### config.mk
export PLATFORM = sky130hd
export DESIGN_NAME = stopwatch_controller_flat
export DESIGN_NICKNAME = d
export VERILOG_FILES = /design/src/rtl/stopwatch_controller_if.sv /design/src/rtl/stopwatch_controller.sv /design/src/flat_wrapper.sv
export SDC_FILE = /design/constraint.sdc
export NUM_CORES = 1
export LEC_CHECK = 0
export CORE_MARGIN = 4
export CORE_UTILIZATION = 59
export CTS_CLUSTER_DIAMETER = 30
export DETAILED_ROUTE_END_ITERATION = 16
export PLACE_DENSITY = 0.84
export REMOVE_ABC_BUFFERS = 1
export SYNTH_ARGS = -nofsm -noshare
export SYNTH_HDL_FRONTEND = slang
export SYNTH_SLANG_ARGS = --single-unit
### constraint.sdc
create_clock -name clk_in -period 5 [get_ports clk_in]
set_input_delay 1 -clock clk_in [delete_from_list [all_inputs] [get_ports clk_in]]
set_output_delay 1 -clock clk_in [all_outputs]
set_load 0.02 [all_outputs]
### src/rtl/stopwatch_controller_if.sv
// Stopwatch controller bundle: button and divider inputs, divider control and
// display outputs. The master side is whatever drives the buttons and divider
// clock. The slave side is the controller itself.
interface stopwatch_controller_if;
  logic       btn_ss;
  logic       btn_lr;
  logic       div_clk;
  logic       div_ena;
  logic       div_res;
  logic [3:0] min_t;
  logic [3:0] min_o;
  logic [3:0] sec_t;
  logic [3:0] sec_o;
  logic [3:0] tenth;
  logic       running;
  logic       lap_active;

  modport master (
    output btn_ss, btn_lr, div_clk,
    input  div_ena, div_res, min_t, min_o, sec_t, sec_o, tenth, running, lap_active
  );

  modport slave (
    input  btn_ss, btn_lr, div_clk,
    output div_ena, div_res, min_t, min_o, sec_t, sec_o, tenth, running, lap_active
  );
endinterface

### src/rtl/stopwatch_controller.sv
// Stopwatch sequencer for the 10 Hz timebase. It turns the start/stop and
// lap/reset button rises into IDLE/RUN/LAP/PAUSE transitions, gates and clears
// the external divider, and counts divider edges into a BCD MM:SS.t value. The
// display shows either the live time or the frozen lap capture.
module stopwatch_controller #(
  parameter int unsigned MAX_MIN = 60
) (
  input  logic                  clk_in,
  input  logic                  res,
  stopwatch_controller_if.slave sw
);

  typedef enum logic [1:0] {
    S_IDLE  = 2'd0,
    S_RUN   = 2'd1,
    S_LAP   = 2'd2,
    S_PAUSE = 2'd3
  } state_e;

  typedef struct packed {
    logic [3:0] min_t;
    logic [3:0] min_o;
    logic [3:0] sec_t;
    logic [3:0] sec_o;
    logic [3:0] tenth;
  } bcd_time_t;

  // Last minute value before the wrap to 00, split into BCD digits.
  localparam logic [3:0] MIN_T_LAST = 4'((MAX_MIN - 1) / 10);
  localparam logic [3:0] MIN_O_LAST = 4'((MAX_MIN - 1) % 10);

  state_e    state_q, state_d;
  bcd_time_t time_q, time_d;
  bcd_time_t lap_q, lap_d;
  logic      ss_prev_q, lr_prev_q, dclk_prev_q;

  logic ss_edge, lr_edge, tick, counting;

  assign ss_edge  = sw.btn_ss & ~ss_prev_q;
  assign lr_edge  = sw.btn_lr & ~lr_prev_q;
  assign tick     = sw.div_clk ^ dclk_prev_q;
  assign counting = (state_q == S_RUN) || (state_q == S_LAP);

  // One-tenth increment with the BCD carry chain and the minute wrap.
  function automatic bcd_time_t bcd_inc(input bcd_time_t t);
    bcd_time_t r;
    r = t;
    if (t.tenth != 4'd9) begin
      r.tenth = t.tenth + 4'd1;
    end else begin
      r.tenth = 4'd0;
      if (t.sec_o != 4'd9) begin
        r.sec_o = t.sec_o + 4'd1;
      end else begin
        r.sec_o = 4'd0;
        if (t.sec_t != 4'd5) begin
          r.sec_t = t.sec_t + 4'd1;
        end else begin
          r.sec_t = 4'd0;
          if (t.min_t == MIN_T_LAST && t.min_o == MIN_O_LAST) begin
            r.min_t = 4'd0;
            r.min_o = 4'd0;
          end else if (t.min_o == 4'd9) begin
            r.min_o = 4'd0;
            r.min_t = t.min_t + 4'd1;
          end else begin
            r.min_o = t.min_o + 4'd1;
          end
        end
      end
    end
    return r;
  endfunction

  // Next state, time and lap capture. The start/stop edge takes priority, so a
  // simultaneous lap/reset edge is discarded.
  always_comb begin
    // NOTE: every signal driven here gets a default first, so no path leaves it
    // unassigned and no latch is inferred.
    state_d = state_q;
    time_d  = time_q;
    lap_d   = lap_q;

    // The count uses the current state. A tick on a leaving-RUN/LAP edge is
    // therefore kept, and a tick on the PAUSE -> RUN edge is dropped.
    if (counting && tick) begin
      time_d = bcd_inc(time_q);
    end

    unique case (state_q)
      S_IDLE: begin
        time_d = '0;
        if (ss_edge) state_d = S_RUN;
      end
      S_RUN: begin
        if (ss_edge) begin
          state_d = S_PAUSE;
        end else if (lr_edge) begin
          state_d = S_LAP;
          lap_d   = time_q;  // pre-increment value
        end
      end
      S_LAP: begin
        if (ss_edge)      state_d = S_PAUSE;
        else if (lr_edge) state_d = S_RUN;
      end
      S_PAUSE: begin
        if (ss_edge) begin
          state_d = S_RUN;
        end else if (lr_edge) begin
          state_d = S_IDLE;
          time_d  = '0;
        end
      end
      default: state_d = S_IDLE;
    endcase
  end

  // State, time, lap and edge-detect registers with synchronous reset.
  // The button history resets high so a button held through reset does not fire.
  always_ff @(posedge clk_in) begin
    // NOTE: non-blocking assignments keep every register sampling the pre-edge
    // values, regardless of the statement order.
    if (res) begin
      state_q     <= S_IDLE;
      time_q      <= '0;
      lap_q       <= '0;
      ss_prev_q   <= 1'b1;
      lr_prev_q   <= 1'b1;
      dclk_prev_q <= 1'b0;
    end else begin
      state_q     <= state_d;
      time_q      <= time_d;
      lap_q       <= lap_d;
      ss_prev_q   <= sw.btn_ss;
      lr_prev_q   <= sw.btn_lr;
      dclk_prev_q <= sw.div_clk;
    end
  end

  bcd_time_t disp;
  assign disp = (state_q == S_LAP) ? lap_q : time_q;

  assign sw.running    = counting;
  assign sw.lap_active = (state_q == S_LAP);
  assign sw.div_ena    = counting;
  assign sw.div_res    = (state_q != S_IDLE);
  assign sw.min_t      = disp.min_t;
  assign sw.min_o      = disp.min_o;
  assign sw.sec_t      = disp.sec_t;
  assign sw.sec_o      = disp.sec_o;
  assign sw.tenth      = disp.tenth;

endmodule

### src/flat_wrapper.sv
// flat-port wrapper written by rule: the top's interface ports become plain ports
module stopwatch_controller_flat 
#(
  parameter int unsigned MAX_MIN = 60
)
  (clk_in, res, sw_btn_ss, sw_btn_lr, sw_div_clk, sw_div_ena, sw_div_res, sw_min_t, sw_min_o, sw_sec_t, sw_sec_o, sw_tenth, sw_running, sw_lap_active);
  stopwatch_controller_if sw_i ();
  input  logic clk_in;
  input  logic res;
  input wire logic [$bits(sw_i.btn_ss)-1:0] sw_btn_ss;
  input wire logic [$bits(sw_i.btn_lr)-1:0] sw_btn_lr;
  input wire logic [$bits(sw_i.div_clk)-1:0] sw_div_clk;
  output wire logic [$bits(sw_i.div_ena)-1:0] sw_div_ena;
  output wire logic [$bits(sw_i.div_res)-1:0] sw_div_res;
  output wire logic [$bits(sw_i.min_t)-1:0] sw_min_t;
  output wire logic [$bits(sw_i.min_o)-1:0] sw_min_o;
  output wire logic [$bits(sw_i.sec_t)-1:0] sw_sec_t;
  output wire logic [$bits(sw_i.sec_o)-1:0] sw_sec_o;
  output wire logic [$bits(sw_i.tenth)-1:0] sw_tenth;
  output wire logic [$bits(sw_i.running)-1:0] sw_running;
  output wire logic [$bits(sw_i.lap_active)-1:0] sw_lap_active;
  assign sw_i.btn_ss = sw_btn_ss;
  assign sw_i.btn_lr = sw_btn_lr;
  assign sw_i.div_clk = sw_div_clk;
  assign sw_div_ena = sw_i.div_ena;
  assign sw_div_res = sw_i.div_res;
  assign sw_min_t = sw_i.min_t;
  assign sw_min_o = sw_i.min_o;
  assign sw_sec_t = sw_i.sec_t;
  assign sw_sec_o = sw_i.sec_o;
  assign sw_tenth = sw_i.tenth;
  assign sw_running = sw_i.running;
  assign sw_lap_active = sw_i.lap_active;
  stopwatch_controller #(.MAX_MIN(MAX_MIN)) u_core (.clk_in(clk_in), .res(res), .sw(sw_i));
endmodule
==> impl_metrics.json <==
{
  "synth_area_sq_um": 2320,
  "synth_enable_flop_cells": 0,
  "wl_per_cell_um": 13.3,
  "drt-total-wl_um": 4580,
  "clock_tree_from_tritoncts": "yes",
  "cts_buffers": 5,
  "relSlewSlack_pct": 28.7,
  "length_of_routed_wiring_on_met1_um": 2100,
  "ys_ff_latch": 45,
  "antenna_found_initial": 0,
  "via_count_of_the_first_global_routing_pass": 1800,
  "globalRouteOverflowTotal": 0,
  "critical_path_at_ns": 2.61,
  "synth_top_family_by_area": "simple AND/OR/NAND/NOR gates",
  "synth-xor-area-share_pct": 2.21,
  "worst-path-max-fanout": 27,
  "finalCritPeriodShare_pct": 72.3,
  "hold_class": "reg2reg",
  "worstPathCellList": "inv_1 > ha_1 > mux2_2 > clkdlybuf4s50_1",
  "clock_path_buffers": 2,
  "power.switching_uw": 212,
  "synth_cell_type_count": 41,
  "critical_path.n_buffers_inverters": 2,
  "vias": 1938,
  "dp_slack_ns": 1.71,
  "post_drt_via_cell_ratio": 5.63,
  "die_width_um": 70.7,
  "drt-pass1-iter-count": 4,
  "timing.final.max_slew_violations": 0,
  "worstSetupEndpointType": "output pin",
  "place.gp.congestion": 0.838,
  "synth_compound_gate_area_share_pct": 15.0,
  "p_sw_share_pct": 29.0,
  "post_synth_arst_share_pct": 0,
  "synth.area.top_cells": "sky130_fd_sc_hd__dfxtp_1 39%, sky130_fd_sc_hd__nand2_1 8.1%, sky130_fd_sc_hd__mux2_2 7.8%",
  "met3_length_um": 224,
  "synth_cell_count_leaders": "50 x sky130_fd_sc_hd__nand2_1, 45 x sky130_fd_sc_hd__dfxtp_1, 34 x sky130_fd_sc_hd__a21oi_1",
  "insertion_delay_ns": 0.29,
  "number_of_failing_setup_endpoints_in_the_final_timing_report": 0,
  "placementRows": 22,
  "rsz_0062_raised_after_global_routing": "false",
  "antenna_left": 0,
  "number_of_sinks_on_the_clock_net": 45,
  "fp.dieArea_sq_um": 5000,
  "remaining_drc_errors": 0,
  "clock-skew-final_ns": 0.0102,
  "worst-setup-path-type": "reg2out",
  "fin_total_pwr_uw": 730,
  "netlist_instances": 276,
  "reg2regPathDepth": 6,
  "ys.warnings.count": 0,
  "syn_area_per_cell_sq_um": 8.40,
  "synth.area.mux_share_pct": 8.63,
  "wire_length_of_the_first_global_routing_pass_um": 7910,
  "post-route-min-period_ns": 3.61,
  "cp_slowest_stage_delay_ns": 0.88,
  "power_frac_clock_pct": 27.5,
  "synth_simple_gate_area_share_pct": 24.5,
  "dr.max_layer_used": "met4",
  "clkSlewWorstSetupHoldPaths_ns": 0.08,
  "nets": 314,
  "sequentialPowerShare_pct": 50.9,
  "clock-root-buffer": "sky130_fd_sc_hd__clkbuf_8",
  "cp_data_required_time_ns": 4.00,
  "post_cts.repair.setup_buffers": 0,
  "cellLeakagePower_uw": 0.000918,
  "fin_worst_hold_slack_ns": 0.452,
  "filler_cell_count": 306,
  "drv.max_cap_violation_count": 0,
  "postLayoutSetupSlackWorst_ns": 1.39,
  "seq_area_frac_synth_pct": 38.8,
  "timing.critical_path.from_type": "flop",
  "cts-hold-fix-buffers": 0,
  "detailedRoute.firstIterationViolations": 99,
  "timing.critical_path.max_delay_family": "adder cells",
  "ios": 29,
  "ir_worst_vdd_mv": 0.183,
  "status": "finished, final reports clean",
  "comb_power_share_pct": 21.5,
  "effective_utilization_at_floorplan_pct": 62.0,
  "finish.utilization_pct": 71.5,
  "fraction_of_final_layout_cells_with_drive_strength_greater_than_1_pct": 10.1,
  "synth_adder_area_share_pct": 6.47,
  "achievable-frequency_ghz": 0.277,
  "core_footprint_sq_um": 3740,
  "die-height_um": 70.7,
  "whs_path_depth": 2,
  "synthToLayoutAreaGrowth_pct": 15.4,
  "grtUsageTotal_pct": 19.2,
  "place.port_buffers": 28,
  "routed_length_on_met2_um": 2210,
  "yosysMostFrequentCell": "sky130_fd_sc_hd__nand2_1",
  "antenna_cells": 0,
  "totalNegativeSetupSlack_ns": 0,
  "place.detailed.hpwl_um": 3050,
  "int_pwr_uw": 518,
  "htree_num_levels": 2,
  "synth_top_area_cell": "sky130_fd_sc_hd__dfxtp_1",
  "hold_violations": 0,
  "worst_slew_pin_slew_ns": 1.07,
  "critical_path_depth": 4,
  "synth-main-ff-cell": "sky130_fd_sc_hd__dfxtp_1",
  "cts_resized": 0,
  "grt_max_degree": 28,
  "power.density_cell_area_nw_per_um2": 273,
  "yosys.area.top_type_share_pct": 38.8,
  "timing.critical_path.slowest_stage_cell": "sky130_fd_sc_hd__ha_1"
}
cells by family (layout without fill, tap and decap cells):
group,after synthesis,in the layout
buf+inv,24,44
compound gates,62,62
mux,18,18
flops,45,45
simple gates,110,110
xor+xnor,5,5
fa+ha+maj,12,12
metrics by stage:
stage,area [sq um],cells
final,2680,344
after global routing,2680,344
after CTS,2680,344
after detailed placement,2600,338
after global placement,2600,338
after floorplan,2250,260
worst paths after layout:
path,from,to,slack [ns]
worst max-delay path,u_core.state_q[0],sw_tenth[3],1.39
worst min-delay path,u_core.lap_q[8],u_core.lap_q[8],0.45
worst max register to register,u_core.state_q[1],u_core.time_q[15],2.44
worst min register to register,u_core.lap_q[8],u_core.lap_q[8],0.45
cells in the final DEF, fill, tap and decap left out, types with 3 or more instances in the layout:
cell                              instances
sky130_fd_sc_hd__a211oi_1                 4
sky130_fd_sc_hd__a21oi_1                 34
sky130_fd_sc_hd__and3b_1                  4
sky130_fd_sc_hd__clkbuf_8                 5
sky130_fd_sc_hd__clkdlybuf4s50_1         28
sky130_fd_sc_hd__dfxtp_1                 45
sky130_fd_sc_hd__ha_1                    12
sky130_fd_sc_hd__inv_1                    8
sky130_fd_sc_hd__mux2_2                  16
sky130_fd_sc_hd__nand2_1                 50
sky130_fd_sc_hd__nand3_1                  5
sky130_fd_sc_hd__nand3b_1                 3
sky130_fd_sc_hd__nor2_1                  12
sky130_fd_sc_hd__nor2b_1                  5
sky130_fd_sc_hd__nor3_1                   4
sky130_fd_sc_hd__o21ai_0                 14
sky130_fd_sc_hd__o31ai_1                  4
sky130_fd_sc_hd__or3_1                    3
sky130_fd_sc_hd__or4_1                    7
registers in the layout (all words and copies together) (netlist names):
name	cells
u_core.lap_q	20
u_core.state_q	2
u_core.time_q	20
u_core.dclk_prev_q	1
u_core.lr_prev_q	1
u_core.ss_prev_q	1
layout make-up:
type	count	area, sq um	share of cell area (%)
multi-input cells	207	1320	49.2
flip-flops and latches	45	901	33.6
repair buffers	30	295	11.0
clock buffers	5	68.8	2.57
well taps	48	60.1	2.24
inverters	8	30.0	1.12
clock inverters	1	5.00	0.187
metal layers:
metal  global-route usage, %  up-vias
li1                        -     1007
met1                    24.2      875
met2                    32.3       51
met3                    3.84        5
met4                    7.52        0
met5                       0        -
worst register-to-register path: stages (launching register included):
cell,delay [ns]
sky130_fd_sc_hd__dfxtp_1,0.41
sky130_fd_sc_hd__inv_1,0.11
sky130_fd_sc_hd__ha_1,0.42
sky130_fd_sc_hd__and2_1,0.25
sky130_fd_sc_hd__nand4_2,0.42
sky130_fd_sc_hd__or4_1,0.63
sky130_fd_sc_hd__a211oi_1,0.24
power by group through the flow:
stage          registers (uW)  logic [uW]  clock network [uW]
2_1_floorplan             379        96.2                   0
3_3_place_gp              380         155                   0
3_5_place_dp              380         158                   0
4_1_cts                   372         158                 211
5_1_grt                   373         170                 223
6_report                  372         157                 201
Power figures use the tool's default switching activity.
